File: src/rtl/audio_gain_ramp_pkg.sv
// Shared constants and FSM encoding for the stereo gain-ramp sample mover.
// Default widths, unity gain and the state type used by the top and the bench.
package audio_gain_ramp_pkg;

  localparam int DEF_DATA_WIDTH = 32;
  localparam int DEF_GAIN_WIDTH = 8;
  localparam int DEF_GAIN_FRAC  = 6;
  localparam int DEF_RAMP_STEP  = 1;
  localparam int GAIN_UNITY     = 1 << DEF_GAIN_FRAC;

  typedef enum logic [2:0] {
    ST_IDLE = 3'd0,
    ST_RD   = 3'd1,
    ST_LAT  = 3'd2,
    ST_MUL  = 3'd3,
    ST_WR   = 3'd4
  } state_t;

endpackage

File: src/rtl/audio_gain_ramp_if.sv
// FIFO-side bundle for the gain-ramp mover: RX FIFO read port plus TX FIFO write port.
// Handshake: read/write are single-cycle strobes issued only when empty/full are low;
// readdata is valid the cycle after read, writedata is valid while write is high.
interface audio_gain_ramp_if #(
  parameter int DATA_WIDTH = 32
);

  logic                  adcfifo_empty;
  logic                  adcfifo_read;
  logic [DATA_WIDTH-1:0] adcfifo_readdata;
  logic                  dacfifo_full;
  logic                  dacfifo_write;
  logic [DATA_WIDTH-1:0] dacfifo_writedata;

  modport master (
    input  adcfifo_empty,
    input  adcfifo_readdata,
    input  dacfifo_full,
    output adcfifo_read,
    output dacfifo_write,
    output dacfifo_writedata
  );

  modport slave (
    output adcfifo_empty,
    output adcfifo_readdata,
    output dacfifo_full,
    input  adcfifo_read,
    input  dacfifo_write,
    input  dacfifo_writedata
  );

endinterface

File: src/rtl/audio_gain_ramp_sat_mul.sv
// One channel of the gain stage: signed sample times unsigned fixed-point gain,
// arithmetic shift (floor), then saturation to the sample width with a clip flag.
module audio_gain_ramp_sat_mul #(
  parameter int SAMPLE_WIDTH = 16,
  parameter int GAIN_WIDTH   = 8,
  parameter int GAIN_FRAC    = 6
) (
  input  logic [SAMPLE_WIDTH-1:0] sample,
  input  logic [GAIN_WIDTH-1:0]   gain,
  output logic [SAMPLE_WIDTH-1:0] result,
  output logic                    clip
);

  localparam int PW = SAMPLE_WIDTH + GAIN_WIDTH + 1;

  localparam logic signed [PW-1:0] SAT_MAX =
    {{(PW-SAMPLE_WIDTH+1){1'b0}}, {(SAMPLE_WIDTH-1){1'b1}}};
  localparam logic signed [PW-1:0] SAT_MIN = ~SAT_MAX;

  logic signed [PW-1:0] sample_ext;
  logic signed [PW-1:0] gain_ext;
  logic signed [PW-1:0] prod;
  logic signed [PW-1:0] shifted;

  // PW bits hold the full signed product, so nothing is lost before saturation.
  assign sample_ext = {{(PW-SAMPLE_WIDTH){sample[SAMPLE_WIDTH-1]}}, sample};
  assign gain_ext   = {{(PW-GAIN_WIDTH){1'b0}}, gain};
  assign prod       = sample_ext * gain_ext;
  assign shifted    = prod >>> GAIN_FRAC;

  always_comb begin
    result = shifted[SAMPLE_WIDTH-1:0];
    clip   = 1'b0;
    if (shifted > SAT_MAX) begin
      result = {1'b0, {(SAMPLE_WIDTH-1){1'b1}}};
      clip   = 1'b1;
    end else if (shifted < SAT_MIN) begin
      result = {1'b1, {(SAMPLE_WIDTH-1){1'b0}}};
      clip   = 1'b1;
    end
  end

endmodule

File: src/rtl/audio_gain_ramp.sv
// Moves stereo samples RX FIFO -> gain/saturate -> TX FIFO, one sample in flight at a time,
// ramping the applied gain one step per pushed sample toward target (or 0 when muted).
module audio_gain_ramp
  import audio_gain_ramp_pkg::*;
#(
  parameter int DATA_WIDTH = DEF_DATA_WIDTH,
  parameter int GAIN_WIDTH = DEF_GAIN_WIDTH,
  parameter int GAIN_FRAC  = DEF_GAIN_FRAC,
  parameter int RAMP_STEP  = DEF_RAMP_STEP
) (
  input  logic                  clk,
  input  logic                  reset_n,
  audio_gain_ramp_if.master     fifo,
  input  logic [GAIN_WIDTH-1:0] target_gain,
  input  logic                  mute,
  output logic [GAIN_WIDTH-1:0] cur_gain,
  output logic                  clip,
  output state_t                state
);

  localparam int CW = DATA_WIDTH / 2;
  localparam logic [GAIN_WIDTH-1:0] STEP = GAIN_WIDTH'(RAMP_STEP);

  state_t                  state_q;
  state_t                  state_d;
  logic [DATA_WIDTH-1:0]   in_q;
  logic [DATA_WIDTH-1:0]   out_q;
  logic                    clip_q;
  logic [GAIN_WIDTH-1:0]   gain_q;
  logic [GAIN_WIDTH-1:0]   gain_d;
  logic [GAIN_WIDTH-1:0]   tgt;
  logic [CW-1:0]           res0;
  logic [CW-1:0]           res1;
  logic                    clip0;
  logic                    clip1;
  logic                    push;

  always_ff @(posedge clk or negedge reset_n) begin
    if (!reset_n) state_q <= ST_IDLE;
    else          state_q <= state_d;
  end

  always_comb begin
    state_d = state_q;
    case (state_q)
      ST_IDLE: if (!fifo.adcfifo_empty) state_d = ST_RD;
      ST_RD:   state_d = ST_LAT;
      ST_LAT:  state_d = ST_MUL;
      ST_MUL:  state_d = ST_WR;
      ST_WR:   if (!fifo.dacfifo_full) state_d = ST_IDLE;
      default: state_d = ST_IDLE;
    endcase
  end

  always_comb begin
    fifo.adcfifo_read  = 1'b0;
    fifo.dacfifo_write = 1'b0;
    push               = 1'b0;
    case (state_q)
      ST_RD: fifo.adcfifo_read = 1'b1;
      ST_WR: begin
        push               = !fifo.dacfifo_full;
        fifo.dacfifo_write = !fifo.dacfifo_full;
      end
      default: ;
    endcase
  end

  audio_gain_ramp_sat_mul #(
    .SAMPLE_WIDTH (CW),
    .GAIN_WIDTH   (GAIN_WIDTH),
    .GAIN_FRAC    (GAIN_FRAC)
  ) u_mul_ch0 (
    .sample (in_q[CW-1:0]),
    .gain   (gain_q),
    .result (res0),
    .clip   (clip0)
  );

  audio_gain_ramp_sat_mul #(
    .SAMPLE_WIDTH (CW),
    .GAIN_WIDTH   (GAIN_WIDTH),
    .GAIN_FRAC    (GAIN_FRAC)
  ) u_mul_ch1 (
    .sample (in_q[DATA_WIDTH-1:CW]),
    .gain   (gain_q),
    .result (res1),
    .clip   (clip1)
  );

  // Step toward the target without overshooting; comparing the gap avoids wrap.
  always_comb begin
    tgt    = mute ? '0 : target_gain;
    gain_d = gain_q;
    if (gain_q < tgt)      gain_d = ((tgt - gain_q) > STEP) ? gain_q + STEP : tgt;
    else if (gain_q > tgt) gain_d = ((gain_q - tgt) > STEP) ? gain_q - STEP : tgt;
  end

  always_ff @(posedge clk or negedge reset_n) begin
    if (!reset_n) begin
      in_q   <= '0;
      out_q  <= '0;
      clip_q <= 1'b0;
      gain_q <= '0;
    end else begin
      if (state_q == ST_LAT) in_q <= fifo.adcfifo_readdata;
      if (state_q == ST_MUL) begin
        out_q  <= {res1, res0};
        clip_q <= clip0 | clip1;
      end
      if (push) gain_q <= gain_d;
    end
  end

  assign fifo.dacfifo_writedata = out_q;
  assign clip                   = clip_q & push;
  assign cur_gain               = gain_q;
  assign state                  = state_q;

endmodule

File: src/flat_wrapper.sv
// flat-port wrapper written by rule: the top's interface ports become plain ports
module audio_gain_ramp_flat import audio_gain_ramp_pkg::*;
#(
  parameter int DATA_WIDTH = DEF_DATA_WIDTH,
  parameter int GAIN_WIDTH = DEF_GAIN_WIDTH,
  parameter int GAIN_FRAC  = DEF_GAIN_FRAC,
  parameter int RAMP_STEP  = DEF_RAMP_STEP
)
  (clk, reset_n, target_gain, mute, cur_gain, clip, state, fifo_adcfifo_empty, fifo_adcfifo_readdata, fifo_dacfifo_full, fifo_adcfifo_read, fifo_dacfifo_write, fifo_dacfifo_writedata);
  audio_gain_ramp_if #(.DATA_WIDTH(DATA_WIDTH)) fifo_i ();
  input  logic clk;
  input  logic reset_n;
  input  logic [GAIN_WIDTH-1:0] target_gain;
  input  logic mute;
  output logic [GAIN_WIDTH-1:0] cur_gain;
  output logic clip;
  output state_t state;
  input wire logic [$bits(fifo_i.adcfifo_empty)-1:0] fifo_adcfifo_empty;
  input wire logic [$bits(fifo_i.adcfifo_readdata)-1:0] fifo_adcfifo_readdata;
  input wire logic [$bits(fifo_i.dacfifo_full)-1:0] fifo_dacfifo_full;
  output wire logic [$bits(fifo_i.adcfifo_read)-1:0] fifo_adcfifo_read;
  output wire logic [$bits(fifo_i.dacfifo_write)-1:0] fifo_dacfifo_write;
  output wire logic [$bits(fifo_i.dacfifo_writedata)-1:0] fifo_dacfifo_writedata;
  assign fifo_i.adcfifo_empty = fifo_adcfifo_empty;
  assign fifo_i.adcfifo_readdata = fifo_adcfifo_readdata;
  assign fifo_i.dacfifo_full = fifo_dacfifo_full;
  assign fifo_adcfifo_read = fifo_i.adcfifo_read;
  assign fifo_dacfifo_write = fifo_i.dacfifo_write;
  assign fifo_dacfifo_writedata = fifo_i.dacfifo_writedata;
  audio_gain_ramp #(.DATA_WIDTH(DATA_WIDTH), .GAIN_WIDTH(GAIN_WIDTH), .GAIN_FRAC(GAIN_FRAC), .RAMP_STEP(RAMP_STEP)) u_core (.clk(clk), .reset_n(reset_n), .fifo(fifo_i), .target_gain(target_gain), .mute(mute), .cur_gain(cur_gain), .clip(clip), .state(state));
endmodule
File: config.mk
export PLATFORM = sky130hd
export DESIGN_NAME = audio_gain_ramp_flat
export DESIGN_NICKNAME = d
export VERILOG_FILES = /design/src/rtl/audio_gain_ramp_pkg.sv /design/src/rtl/audio_gain_ramp_if.sv /design/src/rtl/audio_gain_ramp_sat_mul.sv /design/src/rtl/audio_gain_ramp.sv /design/src/flat_wrapper.sv
export SDC_FILE = /design/constraint.sdc
export NUM_CORES = 1
export LEC_CHECK = 0
export CAP_MARGIN = 20
export CORE_UTILIZATION = 56
export DETAILED_ROUTE_END_ITERATION = 12
export HOLD_SLACK_MARGIN = 0.12
export PLACE_DENSITY = 0.91
export SYNTH_ARGS = -nofsm -noshare
export SYNTH_HDL_FRONTEND = slang
export SYNTH_SLANG_ARGS = --single-unit
File: constraint.sdc
create_clock -name clk -period 5.9 [get_ports clk]
set_input_delay 1.18 -clock clk [delete_from_list [all_inputs] [get_ports clk]]
set_output_delay 1.18 -clock clk [all_outputs]
set_load 0.05 [all_outputs]
==> After elaboration in Yosys (flattened, before gate mapping) <==
Index checks and enable logic that the tools add are counted.
{ "word_totals": {"ramBits": 0, "memories": 0, "ff_bits": 76, "romBits": 0, "elab_cells": 50, "latch_bits": 0, "input_bits": 45} }
{ "op_classes": {"bitwise": 2, "n_div": 0, "shifts": 0, "mul": 2, "reduce_logical": 5, "addsub": 4, "order_cmp": 8, "n_mux": 18, "eq_ne": 6} }
{ "op_table": {"columns": ["cell", "count"], "rows": [
  ["$mux 16", 4],
  ["$mul 16x9->25", 2],
  ["$mux 8", 5],
  ["$gt 19x16->1 const B", 2],
  ["$lt 19x16->1 const B", 2],
  ["$gt 8x1->1 const B", 2],
  ["$sub 8x8->8", 2],
  ["$pmux 3 s5", 1],
  ["$add 8x1->8 const B", 1],
  ["$gt 8x8->1", 1],
  ["$lt 8x8->1", 1],
  ["$sub 8x1->8 const B", 1],
  ["$eq 3x2->1 const B", 2],
  ["$mux 1", 6],
  ["$mux 3", 2],
  ["$ne 2x2->1 const B", 2],
  ["$reduce_and 2->1", 2],
  ["$eq 3x1->1 const B", 1],
  ["$eq 3x3->1 const B", 1],
  ["$logic_not 3->1", 1],
  ["$reduce_bool 2->1", 1],
  ["$and 1x1->1", 1],
  ["$logic_not 1->1", 1],
  ["$or 1x1->1", 1]
]} }

==> Longest topological paths before layout <==
Gate-level depths: netlist of run 1.
{ "logic_depth": {"ltp_word": 6, "ltp_mapped": 22} }

==> Modules after synthesis <==
Synthesis of run 1 repeated with hierarchy kept, for this count alone.
{ "hier_totals": {"cells_unflattened": 1492, "hier_area_um2": 13897.1} }
{ "modules_own_cells": {"columns": ["module", "cells_each", "area_each_um2", "n_inst"], "rows": [
  ["audio_gain_ramp_sat_mul (u_core.u_mul_ch0)", 604, 5176.2, 1],
  ["audio_gain_ramp_sat_mul (u_core.u_mul_ch1)", 544, 4704.5, 1],
  ["audio_gain_ramp", 344, 4016.4, 1]
]} }

==> Worst setup path after synthesis of run 1 <==
Ideal clock, no wire load.
{ "synth_path": {"kind": "reg-to-reg", "start": "register u_core.gain_q[0] (netlist: u_core.cur_gain[0])", "end": "register u_core.out_q[19] (netlist: u_core.fifo.dacfifo_writedata[19])", "setup_ps": 122, "stages_incl_launch_ff": 23, "setup_slack_ps": -252, "n_path_buf": 4, "arrival_time_ps": 6030, "path_cell_list": "dfrtp_1 -> buf_6 -> clkbuf_1 -> buf_1 -> nand2_1 -> fa_1 -> inv_1 -> fa_1 -> fa_1 -> inv_1 -> fa_1 -> inv_1 -> ha_1 -> a21o_1 -> a221o_1 -> a21oi_2 -> o21ai_1 -> o21ai_0 -> or3b_4 -> o21a_4 -> buf_6 -> nor2_2 -> o21ai_2"} }
{ "synth_between": {"elab_chain_len": 4, "elab_cells_between_ends": 5, "classes_between": "1 x mul; 2 x order compare; 2 x mux"} }
{ "synth_lines": {"columns": ["element", "line", "source"], "rows": [
  ["from (decl)", "audio_gain_ramp.sv:29", "logic [GAIN_WIDTH-1:0] gain_q;"],
  ["from (signal assigned)", "audio_gain_ramp.sv:111", "if (push) gain_q <= gain_d;"],
  ["$mul 16x9->25 *", "audio_gain_ramp_sat_mul.sv:28", "assign prod = sample_ext * gain_ext;"],
  ["$lt 19x16->1", "audio_gain_ramp_sat_mul.sv:37", "end else if (shifted < SAT_MIN) begin"],
  ["$mux 16", "audio_gain_ramp_sat_mul.sv:37", null],
  ["$mux 16 *", "audio_gain_ramp_sat_mul.sv:34", "if (shifted > SAT_MAX) begin"],
  ["to (signal assigned)", "audio_gain_ramp.sv:108", "out_q <= {res1, res0};"],
  ["to (decl)", "audio_gain_ramp.sv:27", "logic [DATA_WIDTH-1:0] out_q;"]
]} }
Every way passes the cells marked *; elsewhere a longest branch is shown, timed or not.
A chain may end at the register's enable or synchronous reset.

==> Worst setup path after layout of run 1 <==
{ "layout_path": {"start": "register u_core.gain_q[6] (netlist: u_core.cur_gain[6])", "end": "register u_core.out_q[25] (netlist: u_core.fifo.dacfifo_writedata[25])"} }
The elaborated chain is that of the path after synthesis.

==> summary.txt, run 1 <==
Crit path kind: reg2reg
CP Capture Type: register
Post-DP HPWL: 26000 µm
Critical Path Start: u_core.cur_gain[6]
Grt met2 use: 51.1%
Setup TNS: 0 ps
Die height: 157 µm
Slowest-stage cell, CP: dfrtp_1
Worst EP arrival: 5880 ps
Tightest Pin Transition: 1040 ps
Top cells by count, synth: 303 x inv_1, 204 x fa_1, 159 x nand2_1
Clock Skew: 16.0 ps
Synth-to-Final Area Change: 11.9%
CTS H-Tree Depth: 3
Post-Synthesis Mean Instance Area: 9.01 µm²
Status: finished clean
Routed Antenna Nets: 0
Hold path depth: 2
DRC Markers: 0
Post-Syn Area: 13500 µm²
RSZ-0062 raised after global routing: false
Min-Delay Path Class: reg2reg
Critical path peak fanout: 19
Io pins: 91
Gr ovfl total: 0
Final worst path period need: 5640 ps
Initial Utilization: 57.3%
Netlist cell types: 87
FMAX: 177 MHz
Number of synthesized flops with an enable pin: 0
FF-to-FF path depth: 19
Crit-path max cell delay: 790 ps
Starting DRC count in detailed routing: 761
DR pass1 iterations: 6
Fin nets: 1931
Slew HR: 30.7%
Fillers: 1823
Register bit total from synthesis: 76
Worst-path clk slew: 70 ps
Synth warnings: 0
Most frequent cell after synthesis: inv_1
Final setup margin: 258 ps
Area share of the largest cell type after synthesis: 30.3%
First-pass GRT wire length: 56500 µm
Largest net degree at the start of global routing: 77
FP Rows: 56
Routability congestion estimate: 0.933
Pre-CTS setup slack: 167 ps
Max-slew violations: 0
Root buf cell: clkbuf_16
Fin area: 15100 µm²
Layout cells sized above 1: 10.1%
Finish-stage setup viols: 0
Main synth FF type: dfrtp_1
Core area: 23500 µm²
DIE AREA: 24700 µm²
Cell Area, Placed: 14700 µm²
WL/cell: 17.5 µm
Detailed-route wire length: 33100 µm
Via count: 10665
CTS max path bufs: 2
Synth area leader: fa_1
Fin crit share: 95.6%
Hold Startpoint: u_core.fifo.dacfifo_writedata[15]
Inserted Clock Buffers: 9
Synth Instances: 1499
Post-synthesis sequential area ratio: 14.1%
Ranking of synthesized cells by area: fa_1 30%, dfrtp_1 14%, ha_1 10%
Syn nets: 1857
Met3 usage in global routing: 5.59%
R2r setup slk: 260 ps
WP data required: 6140 ps
Routed vias/inst: 5.62
Post-synth ARST share: 100%
Antenna cells: 0
Crit-path cells: buf_4 > and2_1 > ha_1 > fa_1 > fa_1 > inv_1 > fa_1 > inv_1 > ha_1 > a21oi_1 > o21ai_0 > a211oi_1 > buf_4 > a211oi_2 > o21ai_0 > or3b_4 > o21a_4 > a21oi_1 > o21ai_2
CP Launch Type: register
Vias in the first global route: 11709
Buffers added on ports: 90
Width of the die: 157 µm
Initial antenna violation count: 0
Global Route Usage Sum: 29.3%
Fin. Hold Viols: 0
Hold Buf Count CTS: 0
Worst-Skew Late Latency: 360 ps
Most frequent CP cell: fa_1
GRT busiest layer: met2
CTS tree: done
Max-Cap Viols: 0
Clk sinks: 76
Met1 Use GR: 35.0%
Reg2reg start: u_core.cur_gain[6]
==> final timing paths <==
path                                                     end
min in group asynchronous                    u_core.in_q[14]
hold reg to reg            u_core.fifo.dacfifo_writedata[15]
hold / removal             u_core.fifo.dacfifo_writedata[15]
setup / recovery           u_core.fifo.dacfifo_writedata[25]
max in group asynchronous                 u_core.cur_gain[2]
setup reg to reg           u_core.fifo.dacfifo_writedata[25]
==> sequential cells by signal, indices dropped and copies added (netlist names) <==
name,count
u_core.clip_q,1
u_core.cur_gain,8
u_core.fifo.dacfifo_writedata,32
u_core.in_q,32
u_core.state,3
==> critical path: cells and delay by family, from the launching register on <==
family          cells  cell delay (ps)
fa+ha+maj           5             2250
compound gates      8             1270
flops               1              790
simple gates        2              600
buf+inv             4              590
==> placed cells by master (no fill, tap or decap), types with 28 or more instances in the layout <==
cell type	n
xnor2_1	38
inv_1	303
nor2_1	69
mux2_2	34
a21oi_1	49
clkdlybuf4s50_1	89
ha_1	109
dfrtp_1	70
fa_1	204
buf_4	28
nand2_1	159
and2_1	133
==> per-stage QoR <==
step	cells	util (%)	hold WS [ps]
floorplan	1499	-	510
global placement	1879	62.6	474
detailed placement	1879	62.6	466
CTS	1895	63.9	480
global route	1897	64.2	510
finish	1897	64.2	481
==> final cells by class <==
type / count / area (µm²) / share of cell area, %
Clock buffer: 9 / 225 / 1.49
Clock inverter: 7 / 75.1 / 0.497
Inverter: 304 / 1140 / 7.55
Multi-Input combinational cell: 1061 / 10200 / 67.4
Sequential cell: 76 / 1910 / 12.6
Tap cell: 319 / 399 / 2.64
Timing Repair Buffer: 121 / 1170 / 7.75
==> routing by layer <==
layer | vias to the layer above | routed length (µm)
li1 | 4800 | -
met1 | 5305 | 12900
met2 | 440 | 16500
met3 | 120 | 2340
met4 | 0 | 1380
met5 | - | 0
==> cell families (layout without fill, tap and decap cells) <==
| family | count (synthesis) | in the layout | synth area share [%] |
|---|---|---|---|
| AOI/OAI and AO/OA | 186 | 186 | 9.95 |
| and+or+nand+nor | 464 | 464 | 17.8 |
| buffers and inverters | 362 | 441 | 10.5 |
| DFF | 76 | 76 | 14.1 |
| muxes | 45 | 45 | 3.65 |
| xor gates and xnor gates | 53 | 53 | 3.61 |
| adders and majority gates | 313 | 313 | 40.4 |
==> repair_timing <==
item | CTS | global route
endpoints found under the setup margin | 0 | 29
resized for setup | 0 | 7
setup buffers | 0 | 1
Power of run 1 is not shown: default switching activity piles up to over one toggle a cycle in this logic, so the estimate is an artifact.
==> inputs of run 2 (changes only) <==
CORE_MARGIN = 2   (was not set)
PLACE_DENSITY = 0.88   (was 0.91)
==> run 2 against run 1 <==
Register-to-register slack worse by 40 ps. Clock skew is 8.6 ps lower. Critical path depth unchanged. Cell area about the same. Hold slack improved by 2.3 ps. Worst setup slack worse by 38 ps. Sequential cell count did not move. Fmax decreased by 0.68%. Core utilization down 0.059 points. Sequential share of layout area increased by 0.053 points. Critical path type unchanged. Critical endpoint is now u_core.clip_q.
==> summary.txt, run 2 (synthesis gave the netlist of run 1 again) <==
CP Buf/Inv Count: 4 (unchanged)
Gr ovfl total: 0 (unchanged)
Tightest Pin Transition: 795 ps (-241 ps)
Hold Startpoint: u_core.fifo.dacfifo_writedata[15]
FMAX: 176 MHz (-0.68%)
Fillers: 1878 (+3.0%)
Antenna cells: 0 (unchanged)
Detailed-route wire length: 31000 µm (-6.3%)
Delay-heaviest family, CP: adder cells
CTS H-Tree Depth: 3 (unchanged)
CP Capture Type: register
Largest net degree at the start of global routing: 77 (unchanged)
Most frequent CP cell: fa_1
Slew HR: 46.8% (+16 points)
Multi-input gate area: 10200 µm² (about the same)
Most frequent cells in the layout: 303 x inv_1, 204 x fa_1, 159 x nand2_1
Finish-stage setup viols: 0 (unchanged)
Crit path kind: reg2reg
Fin. Hold Viols: 0 (unchanged)
FF-to-FF path depth: 19 (unchanged)
Global Route Usage Sum: 25.9% (-3.4 points)
Io pins: 91 (unchanged)
Final worst path period need: 5680 ps (+38.5 ps)
Via count: 10395 (-2.5%)
Worst min-delay path endpoint: u_core.fifo.dacfifo_writedata[15]
Clock Skew: 7.37 ps (-8.60 ps)
RSZ-0062 raised after global routing: false
Core Util, Final: 64.1% (about the same)
Buffers added on ports: 90 (unchanged)
Layout cells sized above 1: 9.90% (-0.24 points)
Setup TNS: 0 ps (unchanged)
CTS tree: done
Max-Cap Viols: 0 (unchanged)
Commonest non-fill, non-tap cell in the layout: inv_1
Crit-path cells: buf_4 > and2_1 > fa_1 > fa_1 > fa_1 > inv_1 > fa_1 > inv_1 > ha_1 > nand2_1 > nor2_1 > a211oi_1 > buf_4 > a211oi_2 > nor2_1 > xnor2_2 > a2111oi_0 > a21o_1 > a31oi_1
Crit-path max cell delay: 630 ps (-160 ps)
WP data required: 6130 ps (about the same)
DIE AREA: 25400 µm² (+2.6%)
WL/cell: 16.4 µm (-6.2%)
Reg2reg start: u_core.cur_gain[3]
FP Rows: 56 (unchanged)
Routed vias/inst: 5.49 (-2.4%)
Vias in the first global route: 11298 (-3.5%)
First-pass GRT wire length: 53800 µm (-4.8%)
Min-Delay Path Class: reg2reg
Critical R2R Capture: u_core.clip_q
Width of the die: 159 µm (+1.3%)
Routability congestion estimate: 0.931 (-0.23%)
Hold path depth: 2 (unchanged)
Worst-Skew Late Latency: 360 ps (about the same)
Worst EP arrival: 5910 ps (+30 ps)
Inserted Clock Buffers: 9 (unchanged)
Fin nets: 1929 (-0.10%)
Clk sinks: 76 (unchanged)
Routed Antenna Nets: 0 (unchanged)
Initial antenna violation count: 0 (unchanged)
Synth-to-Final Area Change: 11.8% (about the same)
Register area: 1920 µm² (+0.33%)
Critical path peak fanout: 14 (-5)
DRC Markers: 0 (unchanged)
Status: finished clean
DR pass1 iterations: 5 (-1)
Root buf cell: clkbuf_16
Post-DP HPWL: 24700 µm (-5.1%)
Starting DRC count in detailed routing: 713 (-6.3%)
Initial Utilization: 57.3% (unchanged)
CTS max path bufs: 2 (unchanged)
Fin crit share: 96.3% (+0.65 points)
Worst-path clk slew: 70 ps (about the same)
Core area: 23500 µm² (unchanged)
Die height: 159 µm (+1.3%)
Slowest-stage cell, CP: dfrtp_1
CP Launch Type: register
R2r setup slk: 220 ps (-40 ps)
Max-slew violations: 0 (unchanged)
## run 2: cell types whose count changed in the layout (fill, tap and decap cells not counted), sizes merged
cell and delta:
clkinv -3, clkinvlp +3, buf -2, bufinv -1, inv +1
## run 2: what timing repair did
action,4_1_cts,5_1_grt
hold buffers,0,0
endpoints found under the setup margin,0,30
resized for setup,0,6
setup buffers,0,2
## run 2: worst max path at each step
| stage | startpoint | to | slack [ps] | cells past startpoint |
|---|---|---|---|---|
| final | u_core.cur_gain[3] | u_core.clip_q | 220 | 19 |
| after floorplan | u_core.cur_gain[0] | u_core.fifo.dacfifo_writedata[19] | 30 | 22 |
| after CTS | u_core.cur_gain[1] | u_core.fifo.dacfifo_writedata[18] | 140 | 17 |
| after global routing | u_core.cur_gain[3] | u_core.clip_q | 7 | 19 |
| after detailed placement | u_core.cur_gain[1] | u_core.fifo.dacfifo_writedata[18] | 180 | 17 |
| after global placement | u_core.cur_gain[6] | u_core.clip_q | 300 | 18 |
## run 2: through the flow
step	std cells	instance area (µm²)	hold WS (ps)	setup WS [ps]
3_3_place_gp	1875	14700	475	300
4_1_cts	1891	15000	491	139
6_report	1895	15100	484	220
5_1_grt	1895	15100	530	7.49
2_1_floorplan	1499	13500	510	26.6
3_5_place_dp	1875	14700	474	182
## run 2: final cells by class
| class | count | share of cell area [%] |
|---|---|---|
| multi-input combinational | 1061 | 67.5 |
| sequential | 76 | 12.7 |
| timing repair buffer | 119 | 7.77 |
| inverter | 304 | 7.56 |
| tap | 319 | 2.64 |
| clock buffer | 9 | 1.49 |
| clock inverter | 7 | 0.398 |
## run 2: metal layers
layer	track usage (%)	share of wire, %
met1	32.5	41
met2	46.0	51
met3	3.33	5.1
met4	9.59	3.3
met5	0	0
## run 2: worst register-to-register path: stages, from the launching register on
cell and delay [ps]:
dfrtp_1 630, buf_4 270, and2_1 170, fa_1 430
fa_1 480, fa_1 550, inv_1 70, fa_1 560
inv_1 50, ha_1 360, nand2_1 90, nor2_1 190
a211oi_1 110, buf_4 160, a211oi_2 270, nor2_1 120
xnor2_2 180, a2111oi_0 430, a21o_1 300, a31oi_1 130
Power of run 2 is left out for the same reason.
==> inputs of run 3 (changes only) <==
CORE_UTILIZATION = 60   (was 56)
DONT_BUFFER_PORTS = 1   (was not set)
==> run 3 against run 2 <==
Largest cell class unchanged. Routed wire length rose by 2.2%. Global-route usage rose by 2.1 points. Cell count fell by 6.4%. Sequential share of layout area rose by 0.77 points. Count of clock-buffer cells in the layout did not move. Critical path type unchanged. Core utilization rose by 0.65 points. Register-to-register slack improved by 40 ps. Cell area fell by 5.8%.
==> summary.txt, run 3 (synthesis gave the netlist of run 1 again) <==
Status: finished clean
Commonest non-fill, non-tap cell in the layout: inv_1
Pre-CTS setup slack: -99.7 ps (-282 ps)
Delay-heaviest family, CP: adder cells
Post-DP HPWL: 24700 µm (+0.16%)
CP Capture Type: register
Fin nets: 1844 (-4.4%)
DR pass1 iterations: 5 (unchanged)
DRC Markers: 0 (unchanged)
Layout cells sized above 1: 11.1% (+1.2 points)
WL/cell: 17.9 µm (+9.2%)
Non-Filler Instances: 1774 (-6.4%)
Critical R2R Capture: u_core.fifo.dacfifo_writedata[25]
DIE AREA: 23700 µm² (-6.5%)
Via count: 10289 (-1.0%)
Detailed-route wire length: 31700 µm (+2.2%)
Initial Utilization: 61.5% (+4.1 points)
Slew HR: 29.5% (-17 points)
Routability congestion estimate: 0.932 (+0.17%)
Critical Path Start: u_core.cur_gain[5]
Worst-path clk slew: 80 ps (about the same)
Clock Skew: 11.0 ps (+3.68 ps)
Root buf cell: clkbuf_16
Fin. Hold Viols: 0 (unchanged)
Largest net degree at the start of global routing: 77 (unchanged)
Fin crit share: 95.6% (-0.66 points)
Worst EP arrival: 5890 ps (-20 ps)
Synth-to-Final Area Change: 5.38%
Setup TNS: 0 ps (unchanged)
CTS tree: done
Finish-stage setup viols: 0 (unchanged)
Crit-path max cell delay: 580 ps (-50 ps)
Hold WS: 497 ps (+13.6 ps)
Buffers added on ports: 0 (-100%)
Reg2reg start: u_core.cur_gain[5]
CP Buf/Inv Count: 3 (-1)
WP data required: 6150 ps (+20 ps)
Hold Buf Count CTS: 0 (unchanged)
Routed vias/inst: 5.80 (+5.7%)
Tightest Pin Transition: 1050 ps (+258 ps)
Crit path kind: reg2reg
FF-to-FF path depth: 18 (-1)
Min-Delay Path Class: in2async
Inserted Clock Buffers: 9 (unchanged)
Critical path peak fanout: 14 (unchanged)
CTS H-Tree Depth: 3 (unchanged)
FP Rows: 54 (-3.6%)
Width of the die: 154 µm (-3.3%)
Initial antenna violation count: 6 (+6)
Most frequent cells in the layout: 303 x inv_1, 203 x fa_1, 159 x nand2_1
Slowest-stage cell, CP: fa_1
Most frequent CP cell: fa_1
Vias in the first global route: 11284 (-0.12%)
FMAX: 177 MHz (+0.69%)
R2r setup slk: 260 ps (+40 ps)
DP Cell Count: 1748 (-6.8%)
Starting DRC count in detailed routing: 822 (+15%)
CP Launch Type: register
CTS max path bufs: 2 (unchanged)
First-pass GRT wire length: 53400 µm (-0.86%)
Gr ovfl total: 0 (unchanged)
Final setup margin: 259 ps (+38.7 ps)
Final worst path period need: 5640 ps (-38.7 ps)
Core area: 22000 µm² (-6.7%)
Max-slew violations: 0 (unchanged)
Max-Cap Viols: 0 (unchanged)
Die height: 154 µm (-3.3%)
Worst-Skew Late Latency: 370 ps (about the same)
Routed Antenna Nets: 0 (unchanged)
Clk sinks: 76 (unchanged)
Global Route Usage Sum: 28.0% (+2.1 points)
Crit-path cells: buf_4 > and2_1 > fa_1 > fa_1 > fa_1 > inv_1 > fa_1 > inv_1 > ha_1 > a21o_1 > a221o_1 > a21oi_2 > o21ai_1 > o21ai_0 > or3b_4 > o21a_4 > a21oi_1 > o21ai_2
Io pins: 91 (unchanged)
run 3: cell types whose count changed in the layout (fill, tap and decap cells not counted), moves of 2 or more:
cell and delta:
clkinv_4 -2, diode_2 +3, buf_6 +3, clkinvlp_4 -2
dfrtp_4 -2, buf_4 +2, dfrtp_2 +5, clkdlybuf4s50_1 -89
inv_6 +2, dfrtp_1 -3
run 3: layout make-up:
class	count	area, µm²
flip-flops and latches	76	1910
clock buffers	9	225
clock inverters	7	86.3
multi-input cells	1061	10200
well taps	280	350
repair buffers	34	304
fillers	1688	7730
inverters	304	1140
diodes	3	7.51
run 3: how the worst max path moves through the flow:
stage | endpoint | slack, ps | cells after the start
3_3_place_gp | u_core.clip_q | 150 | 18
5_1_grt | u_core.fifo.dacfifo_writedata[25] | -20 | 18
4_1_cts | u_core.clip_q | 3 | 20
6_report | u_core.fifo.dacfifo_writedata[25] | 260 | 18
2_1_floorplan | u_core.fifo.dacfifo_writedata[19] | 30 | 22
3_5_place_dp | u_core.fifo.dacfifo_writedata[17] | -100 | 16
run 3: stage by stage:
| stage | utilization, % | area, µm² |
|---|---|---|
| floorplan | - | 13500 |
| global placement | 62.9 | 13800 |
| detailed placement | 62.9 | 13800 |
| CTS | 64.3 | 14100 |
| global route | 64.8 | 14200 |
| finish | 64.8 | 14200 |
run 3: routing by layer:
layer	vias to the layer above	share of wire, %	global-route usage (%)
li1	4615	-	-
met1	5160	39	34.5
met2	410	50	48.2
met3	96	7.7	6.00
met4	8	3.4	11.4
met5	-	0.15	0
run 3: what timing repair did:
action | 4_1_cts | 5_1_grt
pin swaps | 0 | 2
gates resized for setup | 1 | 11
setup endpoints to repair | 25 | 31
gates cloned | 0 | 0
buffers inserted | 0 | 7
Power of run 3 is left out for the same reason.
